**src/rtl/lsu_sram_ctrl_pkg.sv**
```systemverilog
// rtl/lsu_sram_ctrl_pkg.sv - shared encodings, FSM states and lane-mask helper for the LSU
package lsu_pkg;

  localparam logic [1:0] SZ_B = 2'b00;
  localparam logic [1:0] SZ_H = 2'b01;
  localparam logic [1:0] SZ_W = 2'b10;

  typedef enum logic [1:0] {
    IDLE   = 2'b00,
    ACCESS = 2'b01,
    RESP   = 2'b10
  } state_e;

  function automatic logic [3:0] byte_mask(input logic [1:0] size, input logic [1:0] off);
    case (size)
      SZ_B:    return 4'b0001 << off;
      SZ_H:    return 4'b0011 << off;
      default: return 4'b1111;
    endcase
  endfunction

endpackage

```
**src/rtl/lsu_sram_ctrl_if.sv**
```systemverilog
// rtl/lsu_sram_ctrl_if.sv - CPU-side request/response channel of the LSU
interface lsu_sram_ctrl_if;

  logic        req_valid;
  logic        req_ready;
  logic        req_we;
  logic [31:0] req_addr;
  logic [1:0]  req_size;
  logic        req_uns;
  logic [31:0] req_wdata;
  logic        resp_valid;
  logic        resp_ready;
  logic [31:0] resp_rdata;
  logic        resp_err;

  modport master (
    output req_valid, req_we, req_addr, req_size, req_uns, req_wdata, resp_ready,
    input  req_ready, resp_valid, resp_rdata, resp_err
  );

  modport slave (
    input  req_valid, req_we, req_addr, req_size, req_uns, req_wdata, resp_ready,
    output req_ready, resp_valid, resp_rdata, resp_err
  );

endinterface

```
**src/rtl/lsu_sram_ctrl_load_align.sv**
```systemverilog
// rtl/lsu_sram_ctrl_load_align.sv - shifts SRAM read word down by byte offset and extends
module lsu_load_align
  import lsu_pkg::*;
(
  input  logic [31:0] mem_rd,
  input  logic [1:0]  off,
  input  logic [1:0]  size,
  input  logic        uns,
  output logic [31:0] data
);

  logic [31:0] shifted;

  always_comb begin
    shifted = mem_rd >> {off, 3'b000};
    case (size)
      SZ_B:    data = {{24{~uns & shifted[7]}}, shifted[7:0]};
      SZ_H:    data = {{16{~uns & shifted[15]}}, shifted[15:0]};
      default: data = shifted;
    endcase
  end

endmodule

```
**src/rtl/lsu_sram_ctrl.sv**
```systemverilog
// rtl/lsu_sram_ctrl.sv - load/store front-end for the 1024x32 data SRAM
module lsu_sram_ctrl
  import lsu_pkg::*;
#(
  parameter logic [31:0] BASE_ADDR = 32'h0000_0000
) (
  input  logic              clk,
  input  logic              rst_n,
  lsu_sram_ctrl_if.slave    bus,
  output logic [9:0]        mem_a,
  output logic [31:0]       mem_wd,
  output logic [3:0]        mem_wen,
  output logic              mem_cs,
  input  logic [31:0]       mem_rd
);

  state_e      state_q, state_d;
  logic        we_q, uns_q, err_q;
  logic [1:0]  off_q, size_q;
  logic [3:0]  mask_q;
  logic [9:0]  a_q;
  logic [31:0] wd_q;

  logic        accept;
  logic        req_err;
  logic [1:0]  req_off;
  logic [31:0] load_data;

  assign req_off = bus.req_addr[1:0];
  assign accept  = bus.req_valid & bus.req_ready;

  always_comb begin
    req_err = (bus.req_size == 2'b11)
            | ((bus.req_size == SZ_H) & req_off[0])
            | ((bus.req_size == SZ_W) & (req_off != 2'b00))
            | (bus.req_addr[31:12] != BASE_ADDR[31:12]);
  end

  always_ff @(posedge clk or negedge rst_n) begin
    if (!rst_n) begin
      state_q <= IDLE;
      we_q    <= 1'b0;
      uns_q   <= 1'b0;
      err_q   <= 1'b0;
      off_q   <= 2'b00;
      size_q  <= 2'b00;
      mask_q  <= 4'b0000;
      a_q     <= 10'd0;
      wd_q    <= 32'd0;
    end else begin
      state_q <= state_d;
      if (accept) begin
        we_q   <= bus.req_we;
        uns_q  <= bus.req_uns;
        err_q  <= req_err;
        off_q  <= req_off;
        size_q <= bus.req_size;
        mask_q <= byte_mask(bus.req_size, req_off);
        a_q    <= bus.req_addr[11:2];
        wd_q   <= bus.req_wdata << {req_off, 3'b000};
      end
    end
  end

  // resp_ready feeds req_ready combinationally so RESP can hand over straight to ACCESS
  always_comb begin
    state_d        = state_q;
    bus.req_ready  = 1'b0;
    bus.resp_valid = 1'b0;
    mem_cs         = 1'b0;
    mem_wen        = 4'b0000;
    case (state_q)
      IDLE: begin
        bus.req_ready = 1'b1;
        if (bus.req_valid) state_d = ACCESS;
      end
      ACCESS: begin
        mem_cs  = ~err_q;
        mem_wen = (we_q & ~err_q) ? mask_q : 4'b0000;
        state_d = RESP;
      end
      RESP: begin
        bus.resp_valid = 1'b1;
        bus.req_ready  = bus.resp_ready;
        if (bus.resp_ready) state_d = bus.req_valid ? ACCESS : IDLE;
      end
      default: state_d = IDLE;
    endcase
  end

  lsu_load_align u_align (
    .mem_rd (mem_rd),
    .off    (off_q),
    .size   (size_q),
    .uns    (uns_q),
    .data   (load_data)
  );

  assign mem_a          = a_q;
  assign mem_wd         = wd_q;
  assign bus.resp_err   = (state_q == RESP) & err_q;
  assign bus.resp_rdata = ((state_q == RESP) & ~we_q & ~err_q) ? load_data : 32'd0;

endmodule

```
**src/flat_wrapper.sv**
```systemverilog
// flat-port wrapper written by rule: the top's interface ports become plain ports
module lsu_sram_ctrl_flat import lsu_pkg::*;
#(
  parameter logic [31:0] BASE_ADDR = 32'h0000_0000
)
  (clk, rst_n, mem_a, mem_wd, mem_wen, mem_cs, mem_rd, bus_req_valid, bus_req_we, bus_req_addr, bus_req_size, bus_req_uns, bus_req_wdata, bus_resp_ready, bus_req_ready, bus_resp_valid, bus_resp_rdata, bus_resp_err);
  lsu_sram_ctrl_if bus_i ();
  input  logic clk;
  input  logic rst_n;
  output logic [9:0] mem_a;
  output logic [31:0] mem_wd;
  output logic [3:0] mem_wen;
  output logic mem_cs;
  input  logic [31:0] mem_rd;
  input wire logic [$bits(bus_i.req_valid)-1:0] bus_req_valid;
  input wire logic [$bits(bus_i.req_we)-1:0] bus_req_we;
  input wire logic [$bits(bus_i.req_addr)-1:0] bus_req_addr;
  input wire logic [$bits(bus_i.req_size)-1:0] bus_req_size;
  input wire logic [$bits(bus_i.req_uns)-1:0] bus_req_uns;
  input wire logic [$bits(bus_i.req_wdata)-1:0] bus_req_wdata;
  input wire logic [$bits(bus_i.resp_ready)-1:0] bus_resp_ready;
  output wire logic [$bits(bus_i.req_ready)-1:0] bus_req_ready;
  output wire logic [$bits(bus_i.resp_valid)-1:0] bus_resp_valid;
  output wire logic [$bits(bus_i.resp_rdata)-1:0] bus_resp_rdata;
  output wire logic [$bits(bus_i.resp_err)-1:0] bus_resp_err;
  assign bus_i.req_valid = bus_req_valid;
  assign bus_i.req_we = bus_req_we;
  assign bus_i.req_addr = bus_req_addr;
  assign bus_i.req_size = bus_req_size;
  assign bus_i.req_uns = bus_req_uns;
  assign bus_i.req_wdata = bus_req_wdata;
  assign bus_i.resp_ready = bus_resp_ready;
  assign bus_req_ready = bus_i.req_ready;
  assign bus_resp_valid = bus_i.resp_valid;
  assign bus_resp_rdata = bus_i.resp_rdata;
  assign bus_resp_err = bus_i.resp_err;
  lsu_sram_ctrl #(.BASE_ADDR(BASE_ADDR)) u_core (.clk(clk), .rst_n(rst_n), .bus(bus_i), .mem_a(mem_a), .mem_wd(mem_wd), .mem_wen(mem_wen), .mem_cs(mem_cs), .mem_rd(mem_rd));
endmodule
```
**config.mk**
```make
export PLATFORM = sky130hd
export DESIGN_NAME = lsu_sram_ctrl_flat
export DESIGN_NICKNAME = d
export VERILOG_FILES = /design/src/rtl/lsu_sram_ctrl_pkg.sv /design/src/rtl/lsu_sram_ctrl_if.sv /design/src/rtl/lsu_sram_ctrl_load_align.sv /design/src/rtl/lsu_sram_ctrl.sv /design/src/flat_wrapper.sv
export SDC_FILE = /design/constraint.sdc
export NUM_CORES = 1
export LEC_CHECK = 0
export ABC_AREA = 1
export CORE_UTILIZATION = 38
export DETAILED_ROUTE_END_ITERATION = 6
export PLACE_DENSITY = 0.78
export SLEW_MARGIN = 0
export SYNTH_ARGS = -nofsm -noshare
export SYNTH_HDL_FRONTEND = slang
export SYNTH_HIERARCHICAL = 1
export SYNTH_SLANG_ARGS = --single-unit
```
**constraint.sdc**
```tcl
create_clock -name clk -period 1.4 [get_ports clk]
set_clock_uncertainty 0.05 [all_clocks]
set_input_delay 0.21 -clock clk [delete_from_list [all_inputs] [get_ports clk]]
set_output_delay 0.21 -clock clk [all_outputs]
set_load 0.01 [all_outputs]
```
Word level (Yosys, flattened, before mapping)
Index checks and enable logic that the tools add are counted.
Word-level totals
  flip-flop bits (word level): 55
  bits of input ports: 104
  output and inout bits: 82
  word-level logic and storage cells: 54
Operators by class
  eq/ne operators: 8
  shift operators: 4
  multiplexer cells: 12
  bitwise logic cells: 15
  reduce and logical (&&, ||, !) cells: 6
Operators with widths (count)
  $pmux 32 s2: 1
  $mux 32: 1
  $shl 32x5->32: 1
  $shr 32x5->32: 1
  $reduce_bool 20->1: 1
  $and 1x1->1: 9
  $mux 4: 2
  $pmux 4 s2: 1
  $eq 2x1->1 const B: 3
  $eq 2x2->1 const B: 3
  $logic_not 2->1: 3
  $pmux 2 s3: 1
  $mux 2: 2
  $ne 2x2->1 const B: 2
  $shl 1x2->4 const A: 1
  $shl 2x2->4 const A: 1
  $mux 1: 3
  $not 1->1: 3
  $or 1x1->1: 3
  $pmux 1 s2: 1
  $reduce_and 2->1: 1
  $reduce_bool 2->1: 1

Logic depth before layout (Yosys ltp)
Gate-level depths: netlist of run 1.
  word-level depth: 5
  mapped depth: 10
  depth with buffers taken out: 8

Modules after synthesis
The synthesis of run 1 kept the hierarchy.
By module, submodules not included
  lsu_sram_ctrl: times used 1, cells an instance 437, area each 3062.9 µm², seq. area each 1376.3 µm²
  lsu_load_align: times used 1, cells an instance 174, area each 903.4 µm², seq. area each 0.0 µm²

Worst setup path before layout of run 1
OpenSTA, ideal clock, no wires.
  kind: flip-flop to output port
  from: register u_core.off_q[0]
  to: output bus_resp_rdata[18]
  data arrival time: 1.321 ns
  required time: 1.140 ns
  slack: -0.181 ns
  stages on the path, launching flop included: 11
  cell sequence: dfrtp_1 buf_6 inv_2 buf_6 nand2_2 nand3_2 nand3_4 buf_8 nand3_2 inv_1 nor2_1
Between the ends
  cells in the longest elaborated chain, start to end: 4
  elaborated cells between the ends (all ways): 5
RTL lines
  start: declaration: RTL line lsu_sram_ctrl.sv:19  | logic [1:0] off_q, size_q;
  start signal: assignment: RTL line lsu_sram_ctrl.sv:56  | off_q <= req_off;
  $shr 32x5->32 (*): RTL line lsu_sram_ctrl_load_align.sv:15  | shifted = mem_rd >> {off, 3'b000};
  $and 1x1->1, on equally long branches: RTL line lsu_sram_ctrl_load_align.sv:18, lsu_sram_ctrl_load_align.sv:17
  $pmux 32 s2 (*): RTL line lsu_sram_ctrl_load_align.sv:16  | case (size)
  net u_core.load_data[18]: RTL line lsu_sram_ctrl.sv:27  | logic [31:0] load_data;
  $mux 32 (*): RTL line lsu_sram_ctrl.sv:102  | assign bus.resp_rdata = ((state_q == RESP) & ~we_q & ~err_q) ? load_data : 32'd0;
  end: declaration: RTL line flat_wrapper.sv:24  | output wire logic [$bits(bus_i.resp_rdata)-1:0] bus_resp_rdata;
Mark *: on every way through the listed nets, which the timed path passes. The rest lies on a longest branch.

Final worst setup path of run 1
  from: register u_core.off_q[0]
  to: output bus_resp_rdata[29]
Same word-level chain as after synthesis.

==> impl_results.md, run 1 <==
* Drt pass-1 iters at 5
* Final hold violations at 0
* Failing checks: setup timing
* Largest net degree at the start of global routing at 38
* Pwr Density at 1070 nW/um^2
* Synthesized area at about 4000 um^2
* Setup TNS at -34.62 ns
* Worst-path clk slew at 0.11 ns
* Vias in the first global route at 5132
* Crit-path max cell delay at 0.49 ns
* Slew HR at 0.765
* Netlist cell types at 28
* Syn nets at 715
* Setup CP Type: register to primary output
* Mean post-synth cell area at 6.49 um^2
* Most used cell, CP: nand3_4
* Post-Route WL at between 15 and 20 mm
* Worst-skew pair later-pin latency at 0.32 ns
* CP Launch Type: register
* RSZ-0062 raised after global routing: true
* Total CTS buffers at 5
* Yosys Warn Count at 6
* Final worst setup slack at -0.735 ns
* Slowest-stage cell, CP: dfrtp_2
* Register area share after synthesis at 0.347
* Starting density of the core at 0.398
* Share of cells above drive strength 1 at 0.351
* Initial drt markers at between 300 and 400
* Core Region at 9950 um^2
* TritonCTS clock tree: done
* GRT overflow at 0
* Final worst-path cycle share at 1.52
* Post-DP HPWL at 10.8 mm
* Tmin final at 2.13 ns
* Clock root buffer: clkbuf_8
* CTS H-Tree Depth at 2
* Layout Nets at between 900 and 1000
* Critical Path, Cell by Cell: inv_4, buf_6, nand2_4, nand3_4, nand3_4, buf_12, buf_12, nand3_4, inv_2, nor2_4, buf_6
* Gate Count Post-Synth at 611
* Die X at 104 um
* Most frequent cells in the layout: nand2_1, clkdlybuf4s50_1, buf_4
* Drt drc at 0
* Die area at approximately 11000 um^2
* Worst Tran Pin Value at approximately 0.35 ns
* I/O Buffers at 185
* Fillers at 740
* Final slew viol count at 0
* Ant. Diodes at 0
* Max Clk Rate at roughly 470 MHz
* GR Util All Layers at 0.280
* Leakage at 3.73 nW
* Max-Cap Viols at 0
* First-pass GRT wire length at around 24 mm
* Nature of the critical path endpoint: primary output
* Peak fanout along the critical path at 6
* Commonest non-fill, non-tap cell in the layout: nand2_1
* Flops & latches, synth at 55
* Routed via count at 5150
* Routability cong. at roughly 0.90
* Run status: complete, but fails checks
* Die H at 104 um
* WP data arrival at 1.87 ns
* DRT antenna net count at 0
* Num ports at 186
* Area grow syn2layout at 86.0%
* Hold WC Path Type: input pin to asynchronous set/reset pin
* TritonCTS sink count at 55
* Via density at 5.12
* Worst Path Required at between 1 and 1.5 ns
* Final setup violating endpoints at 94
* Cell count after placement at between 900 and 1000
* Non-filler cells, final at ~1000
* Row count at 36
* Initial antenna violation count at 0
* Routed len/inst at 16.7 um
* CTS Buffer Depth at 2
* Max VDD drop at 0.912 mV
-- cell usage after synthesis (all sizes together) --
cell type,number,share of area
o211ai,1,0.0019
and2,1,0.0016
clkbuf,2,0.0019
inv,66,0.063
nor3,4,0.0050
a21oi,16,0.020
nor3b,1,0.0019
nand3,71,0.11
o21a,9,0.017
o21ai,50,0.063
nor2,68,0.070
a22oi,2,0.0038
dfrtp,55,0.35
buf,37,0.071
nand2,228,0.22
-- area by class of cell --
cell class,count,area (um^2),share of cell area
Clock buffer,7,76.3,0.0103
Clock inverter,1,30.0,0.00407
Inverter,66,263,0.0356
Multi-Input combinational cell,451,2640,0.358
Sequential cell,55,1380,0.187
Tap cell,133,166,0.0226
Timing Repair Buffer,293,2820,0.382
-- flip-flops by register name, summed over array words and instances (netlist names), 2 cells and up --
signal / count
u_core/off_q: 2
u_core/mask_q: 4
u_core/mem_wd: 32
u_core/mem_a: 10
u_core/state_q: 2
u_core/size_q: 2
-- report_power, final --
part / leakage (nW) / total [W] / switching, W / internal [W]
combinational: 3.01 / 0.00463 / 0.00240 / 0.00223
clock: 0.0524 / 0.00108 / 0.000544 / 0.000537
sequential: 0.670 / 0.00218 / 0.000238 / 0.00194
total: 3.73 / 0.00789 / 0.00319 / 0.00471
-- critical path, delay by kind of cell, from the launching register on --
| family | cells | cell delay, ns |
|---|---|---|
| buffers and inverters | 6 | 0.69 |
| AND/OR/NAND/NOR | 5 | 0.37 |
| flip-flops | 1 | 0.49 |
-- path summary, 6_finish.rpt --
| kind | end | slack, ns | cells past startpoint | start |
|---|---|---|---|---|
| setup / recovery | bus_resp_rdata[29] | -0.73 | 11 | u_core/off_q[0] |
| min in group clk | u_core/we_q | 0.38 | 3 | bus_req_we |
| max in group asynchronous | u_core/mem_wd[5] | 0.58 | 3 | rst_n |
| hold / removal | u_core/mem_wd[18] | 0.22 | 2 | rst_n |
| hold reg to reg | u_core/mem_a[9] | 0.43 | 2 | u_core/mem_a[9] |
| setup reg to reg | u_core/mem_wd[11] | -0.30 | 10 | u_core/state_q[0] |
-- cell families after synthesis --
| kind of cell | count (synthesis) | synth area share |
|---|---|---|
| buffers and inverters | 105 | 0.136 |
| AND/OR/NAND/NOR | 373 | 0.411 |
| AO/OA/AOI/OAI | 78 | 0.106 |
| flip-flops | 55 | 0.347 |
-- stage by stage --
| stage | total power, W | setup WS (ns) | hold slack (ns) | utilization | instance area (um^2) |
|---|---|---|---|---|---|
| 6_report | 0.00789 | -0.735 | 0.216 | 0.741 | 7380 |
| 5_1_grt | 0.00836 | -0.825 | 0.223 | 0.741 | 7380 |
| 4_1_cts | 0.00730 | -0.708 | 0.214 | 0.701 | 6980 |
| 3_5_place_dp | 0.00575 | -1.00 | 0.0311 | 0.641 | 6380 |
| 3_3_place_gp | 0.00569 | -0.924 | 0.0242 | 0.641 | 6380 |
| 2_1_floorplan | 0.00413 | -0.115 | -0.136 | - | 4140 |
-- repair_timing --
item / 4_1_cts / 5_1_grt
setup endpoints to repair: 111 / 94
pin swaps: 26 / 31
resized for setup: 299 / 97
hold buffers: 1 / 0
setup buffers: 34 / 14
gates cloned: 3 / 3
hold endpoints to repair: 55 / 0
-- routing by layer --
layer  vias to the layer above  part of all wire  global-route usage  wire (um)
li1                       2426                 -                   -          -
met1                      2390              0.37               0.313       6170
met2                       275              0.51               0.517       8530
met3                        59             0.085              0.0670       1440
met4                         0             0.040              0.0959        680
met5                         -                 0                   0          0
No activity file was read; power rests on OpenSTA's default activity.
==> inputs of run 2 (changes only) <==
--- a/config.mk
+++ b/config.mk
@@ -6,6 +6,7 @@
 export NUM_CORES = 1
 export LEC_CHECK = 0
 export ABC_AREA = 1
+export CORE_MARGIN = 2
 export CORE_UTILIZATION = 38
 export DETAILED_ROUTE_END_ITERATION = 6
 export PLACE_DENSITY = 0.78
==> run 2 against run 1 <==
Compared with the run above:
- the flow still finishes with violations (setup timing)
- sequential share of layout area is 1.2 points lower
- worst setup slack better by 0.0060 ns
- design area grew 7.0%
- register-to-register slack improved by 0.18 ns
- cell count is 1.4% higher
- routed wire length up 7.7%
- clock power is 14% lower
- global-route usage fell by 0.61 points
- critical path depth is the same
- sequential power rose by 4%
- maximum frequency up 0.28%
- utilization increased by 3.0 points
- critical path type unchanged
- critical endpoint is now bus_resp_rdata[11]
==> impl_results.md, run 2 (synthesized netlist as in run 1, its figures left out) <==
* Run status: complete, but fails checks (unchanged)
* Failing checks: setup timing (unchanged)
* RSZ-0062 raised after global routing: true (unchanged)
* Largest net degree at the start of global routing at 47 (was 38)
* Initial antenna violation count at 0 (unchanged)
* Tmin final at 2.13 ns (about the same)
* Setup CP Type: register to primary output (unchanged)
* Routed len/inst at 17.8 um (was 16.7 um)
* TritonCTS clock tree: done (unchanged)
* DRT antenna net count at 0 (unchanged)
* Max Clk Rate at 470 MHz (was 468 MHz)
* CTS H-Tree Depth at 2 (unchanged)
* Sw frac at 0.430 (was 0.404)
* Worst-skew pair later-pin latency at 0.32 ns (about the same)
* Final setup violating endpoints at 63 (was 94)
* CP Launch Type: register (unchanged)
* Ant. Diodes at 0 (unchanged)
* Fillers at 691 (was 740)
* Initial drt markers at 444 (was 353)
* Final worst-path cycle share at 1.52 (about the same)
* Die H at 106 um (was 104 um)
* First-pass GRT wire length at 24.6 mm (was 24.5 mm)
* Peak fanout along the critical path at 8 (was 6)
* Via density at 5.22 (was 5.12)
* Hold WS at 0.214 ns (was 0.216 ns)
* Met3 Wirelength at 1.34 mm (was 1.44 mm)
* Die X at 106 um (was 104 um)
* GR Util All Layers at 0.274 (was 0.280)
* Post-Route WL at 18.1 mm (was 16.8 mm)
* Final slew viol count at 0 (unchanged)
* WP data arrival at 1.87 ns (about the same)
* Seq pwr share at 0.276 (was 0.277)
* Layout Nets at 987 (was 976)
* P_int at 0.00468 W (was 0.00471 W)
* Clock power frac at 0.113 (was 0.137)
* Placement Setup Slack at -0.990 ns (was -1.00 ns)
* Max FFs per register at 32 (unchanged)
* CTS Buffer Depth at 2 (unchanged)
* Final Total Pwr at 0.00821 W (was 0.00789 W)
* Vias in the first global route at 5060 (was 5132)
* Non-filler cells, final at 1020 (was 1006)
* Most frequent cells in the layout: nand2_1, clkdlybuf4s50_1, buf_4 (unchanged)
* Row count at 37 (was 36)
* Clock root buffer: clkbuf_8 (unchanged)
* Max VDD drop at 0.917 mV (was 0.912 mV)
* Hold WC Path Type: input pin to asynchronous set/reset pin (unchanged)
* Worst Path Required at 1.14 ns (about the same)
* Slew HR at 0.735 (was 0.765)
* Combinational power share at 0.611 (was 0.587)
* Total CTS buffers at 5 (unchanged)
* Met1 wire length at 6.67 mm (was 6.17 mm)
* GRT overflow at 0 (unchanged)
* Die area at 11300 um^2 (was 10900 um^2)
* Routability cong. at 0.969 (was 0.904)
* Top Layer Used: met4 (unchanged)
* Routed via count at 5327 (was 5150)
* Switching pwr at 0.00353 W (was 0.00319 W)
* Final hold violations at 0 (unchanged)
* TritonCTS sink count at 55 (unchanged)
* Cell count after placement at 958 (was 952)
* Area grow syn2layout at 99.0% (was 86.0%)
* Pwr Density at 1040 nW/um^2 (was 1070 nW/um^2)
* Share of cells above drive strength 1 at 0.440 (was 0.351)
* Routed length on met2 at 9.19 mm (was 8.53 mm)
* Nature of the critical path endpoint: primary output (unchanged)
* Drt pass-1 iters at 7 (was 5)
* Max-Cap Viols at 0 (unchanged)
* I/O Buffers at 185 (unchanged)
* Post-DP HPWL at 11.0 mm (was 10.8 mm)
* Drt drc at 0 (unchanged)
* Core Region at 10200 um^2 (was 9950 um^2)
* Worst Tran Pin Value at 0.393 ns (was 0.348 ns)
* Starting density of the core at 0.388 (was 0.398)
* Leakage at 3.95 nW (was 3.73 nW)
* Commonest non-fill, non-tap cell in the layout: nand2_1 (unchanged)
* Worst-path clk slew at 0.11 ns (about the same)
* Num ports at 186 (unchanged)
* Final worst setup slack at -0.729 ns (was -0.735 ns)
-- run 2: cell types whose count changed in the layout (fill, tap and decap cells not counted), moves of 6 or more --
cell       previous run  this run
nand2_4              15        35
nand3_2              11        18
buf_4                60        66
nand2_1             181       144
buf_6                47        41
clkbuf_16             2         8
o21ai_2               2        14
o21ai_1              26        18
nand3_1              49        40
nand2_2              29        47
inv_2                18        26
inv_1                43        32
-- run 2: final timing paths --
kind | slack (ns) | depth (start not counted) | to | start
min reg2reg | 0.44 | 2 | u_core/mem_a[6] | u_core/mem_a[6]
min | 0.21 | 2 | u_core/mem_a[3] | rst_n
max | -0.73 | 11 | bus_resp_rdata[11] | u_core/off_q[0]
max in group asynchronous | 0.54 | 3 | u_core/off_q[0] | rst_n
min in group clk | 0.37 | 3 | u_core/mem_a[9] | bus_req_addr[11]
max reg2reg | -0.12 | 7 | u_core/mem_wd[15] | u_core/state_q[1]
-- run 2: final cells by class --
class | count | area [um^2] | area share
Inverter | 66 | 270 | 0.0342
Timing Repair Buffer | 303 | 3040 | 0.385
Tap cell | 136 | 170 | 0.0216
Clock buffer | 6 | 72.6 | 0.00919
Sequential cell | 55 | 1380 | 0.175
Multi-Input combinational cell | 452 | 2950 | 0.373
Clock inverter | 2 | 17.5 | 0.00222
-- run 2: per-layer routing --
metal / vias up / track usage
met2: 296 / 0.501
met1: 2504 / 0.310
met3: 68 / 0.0540
met5: - / 0
li1: 2459 / -
met4: 0 / 0.112
-- run 2: stage by stage --
| step | utilization | instance area, um^2 | setup TNS, ns |
|---|---|---|---|
| global route | 0.771 | 7890 | -27.34 |
| finish | 0.771 | 7890 | -23.13 |
| floorplan | - | 4140 | -2.65 |
| CTS | 0.692 | 7080 | -23.18 |
| global placement | 0.630 | 6440 | -41.02 |
| detailed placement | 0.630 | 6440 | -42.36 |
-- run 2: repair_timing --
action	in CTS	in global routing
pin swaps	30	45
resized for setup	327	161
setup endpoints to repair	97	94
hold buffers	1	0
setup buffers	26	20
hold endpoints to repair	9	0
gates cloned	5	10
-- run 2: worst max-delay path: stages, from the launching register on --
cell and delay, ns:
dfrtp_2 0.47, inv_4 0.09, buf_4 0.13, buf_8 0.12
buf_6 0.12, nand2_1 0.05, nand2_1 0.08, nand3_2 0.12
nand2_4 0.08, inv_2 0.03, nor2_2 0.10, buf_2 0.13
-- run 2: power by group through the flow --
stage	Sequential, W	Combinational [W]	Clock, W
floorplan	0.00230	0.00183	0
global placement	0.00219	0.00355	0
detailed placement	0.00220	0.00357	0
CTS	0.00217	0.00412	0.000918
global route	0.00231	0.00531	0.00101
finish	0.00227	0.00501	0.000929
==> inputs of run 3 (changes only) <==
--- a/config.mk
+++ b/config.mk
@@ -9,6 +9,7 @@
 export CORE_MARGIN = 2
 export CORE_UTILIZATION = 38
 export DETAILED_ROUTE_END_ITERATION = 6
+export GPL_ROUTABILITY_DRIVEN = 0
 export PLACE_DENSITY = 0.78
 export SLEW_MARGIN = 0
 export SYNTH_ARGS = -nofsm -noshare
==> run 3 against run 2 <==
Compared with the run above:
- clock-buffer cell count stayed put
- maximum frequency fell by 2.6%
- clock power up 15%
- critical path type unchanged
- routed wire length is 2.2% higher
- the run still ends with setup timing left
- non-clock buffer count increased by 3
- flip-flop and latch count unchanged
- cell count up 0.49%
- register-to-register slack got worse by 0.12 ns
==> impl_results.md, run 3 (synthesized netlist as in run 1, its figures left out) <==
* Routed len/inst at 18.1 um (was 17.8 um)
* Share of cells above drive strength 1 at 0.443 (was 0.440)
* WP data arrival at 1.93 ns (was 1.87 ns)
* I/O Buffers at 185 (unchanged)
* Most frequent cells in the layout: nand2_1, clkdlybuf4s50_1, nand2_2 (was nand2_1, clkdlybuf4s50_1, buf_4)
* Post-DP HPWL at 10.6 mm (was 11.0 mm)
* P_int at 0.00502 W (was 0.00468 W)
* Post-Route WL at 18.5 mm (was 18.1 mm)
* Peak fanout along the critical path at 7 (was 8)
* Max-Cap Viols at 0 (unchanged)
* Worst Path Required at 1.14 ns (about the same)
* Switching pwr at 0.00363 W (was 0.00353 W)
* Commonest non-fill, non-tap cell in the layout: nand2_1 (unchanged)
* Die H at 106 um (unchanged)
* Failing checks: setup timing (unchanged)
* Routed via count at 5447 (was 5327)
* Met3 Use GR at 0.0650 (was 0.0540)
* Final slew viol count at 0 (unchanged)
* Slew HR at 0.648 (was 0.735)
* Clock power frac at 0.124 (was 0.113)
* TritonCTS sink count at 55 (unchanged)
* Clock root buffer: clkbuf_8 (unchanged)
* Final setup violating endpoints at 94 (was 63)
* Area of the multi-input gates at 2940 um^2 (was 2950 um^2)
* CP Launch Type: register (unchanged)
* TritonCTS clock tree: done (unchanged)
* Nature of the critical path endpoint: primary output (unchanged)
* Max Clk Rate at 457 MHz (was 470 MHz)
* RSZ-0062 raised after global routing: true (unchanged)
* Register Area at 1380 um^2 (unchanged)
* Drt drc at 0 (unchanged)
* Core Region at 10200 um^2 (unchanged)
* Sw frac at 0.419 (was 0.430)
* Final worst setup slack at -0.786 ns (was -0.729 ns)
* Via density at 5.31 (was 5.22)
* First-pass GRT wire length at 27.1 mm (was 24.6 mm)
* Global Route met2 Usage at 0.542 (was 0.501)
* Setup CP Type: register to primary output (unchanged)
* GRT Max-Usage Layer: met2 (unchanged)
* Max FFs per register at 32 (unchanged)
* Worst-path clk slew at 0.10 ns (was 0.11 ns)
* GRT overflow at 0 (unchanged)
* Fillers at 659 (was 691)
* Max VDD drop at 0.739 mV (was 0.917 mV)
* CTS H-Tree Depth at 2 (unchanged)
* GR Util met1 at 0.324 (was 0.310)
* Drt pass-1 iters at 5 (was 7)
* Final worst-path cycle share at 1.56 (was 1.52)
* Pwr Density at 1080 nW/um^2 (was 1040 nW/um^2)
* Area grow syn2layout at 102% (was 99.0%)
* Ant. Diodes at 0 (unchanged)
* Final hold violations at 0 (unchanged)
* Initial drt markers at 407 (was 444)
* Layout Nets at 992 (was 987)
* Starting density of the core at 0.388 (unchanged)
* CTS Buffer Depth at 2 (unchanged)
* Vias in the first global route at 5496 (was 5060)
* Leakage at 3.93 nW (was 3.95 nW)
* Num ports at 186 (unchanged)
* DRT antenna net count at 0 (unchanged)
* Combinational power share at 0.617 (was 0.611)
* Die X at 106 um (unchanged)
* Total CTS buffers at 5 (unchanged)
* Worst-skew pair later-pin latency at 0.31 ns (was 0.32 ns)
* Die area at 11300 um^2 (unchanged)
* Final Core Density at 0.782 (was 0.771)
* GR Util All Layers at 0.302 (was 0.274)
* Hold WC Path Type: input pin to asynchronous set/reset pin (unchanged)
* Run status: complete, but fails checks (unchanged)
* Worst Tran Pin Value at 0.528 ns (was 0.393 ns)
* Placement Setup Slack at -1.03 ns (was -0.990 ns)
* Initial antenna violation count at 0 (unchanged)
* Largest net degree at the start of global routing at 35 (was 47)
* Seq pwr share at 0.260 (was 0.276)
* Tmin final at 2.19 ns (was 2.13 ns)
* Row count at 37 (unchanged)
run 3: final timing paths:
kind | startpoint | end | slack [ns] | cells past startpoint
max in group asynchronous | rst_n | u_core/mem_wd[23] | 0.38 | 3
worst max-delay path | u_core/off_q[0] | bus_resp_rdata[13] | -0.79 | 10
min in group clk | bus_req_addr[9] | u_core/mem_a[7] | 0.37 | 3
worst min-delay path | rst_n | u_core/mem_a[6] | 0.35 | 2
worst max register to register | u_core/state_q[0] | u_core/mem_wd[7] | -0.24 | 11
worst min register to register | u_core/mem_wd[0] | u_core/mem_wd[0] | 0.44 | 2
run 3: worst max-delay path, cell delays in order (launching register included):
cell,delay [ns]
dfrtp_2,0.50
clkinv_4,0.12
buf_6,0.15
buf_4,0.18
nand2_1,0.06
nand2_1,0.12
nand3_2,0.13
nand2_2,0.09
inv_2,0.03
nor2_2,0.09
buf_2,0.15
run 3: repair_timing:
action / 4_1_cts / 5_1_grt
gates resized for setup: 412 / 89
hold buffers: 1 / 0
endpoints found under the setup margin: 107 / 94
setup buffers: 34 / 11
pin swaps: 45 / 34
cloned: 14 / 0
endpoints found under the hold margin: 21 / 0
run 3: power by group through the flow:
stage	Sequential, W	Combinational [W]	Clock [W]
finish	0.00224	0.00533	0.00107
global route	0.00229	0.00562	0.00114
CTS	0.00222	0.00461	0.00109
detailed placement	0.00220	0.00359	0
global placement	0.00220	0.00351	0
floorplan	0.00230	0.00183	0
run 3: layer usage:
metal / part of all wire / routed length (um) / vias to the layer above
met5: 0 / 0 / -
met4: 0.064 / 1190 / 0
met3: 0.092 / 1700 / 92
met2: 0.51 / 9470 / 380
met1: 0.33 / 6160 / 2507
li1: - / - / 2468
run 3: through the flow:
step	cell area (um^2)	instances	total power [W]	setup TNS (ns)	hold slack [ns]
2_1_floorplan	4140	611	0.00413	-2.65	-0.136
3_3_place_gp	6440	962	0.00570	-38.81	0.154
3_5_place_dp	6440	962	0.00579	-40.89	0.161
4_1_cts	7610	1019	0.00791	-29.93	0.352
5_1_grt	8000	1025	0.00905	-37.20	0.376
6_report	8000	1025	0.00865	-32.91	0.346
run 3: layout make-up:
class,instances,share of cell area
Timing Repair Buffer,306,0.393
Multi-Input combinational cell,454,0.367
Sequential cell,55,0.172
Inverter,66,0.0328
Tap cell,136,0.0213
Clock buffer,6,0.00907
Clock inverter,2,0.00485
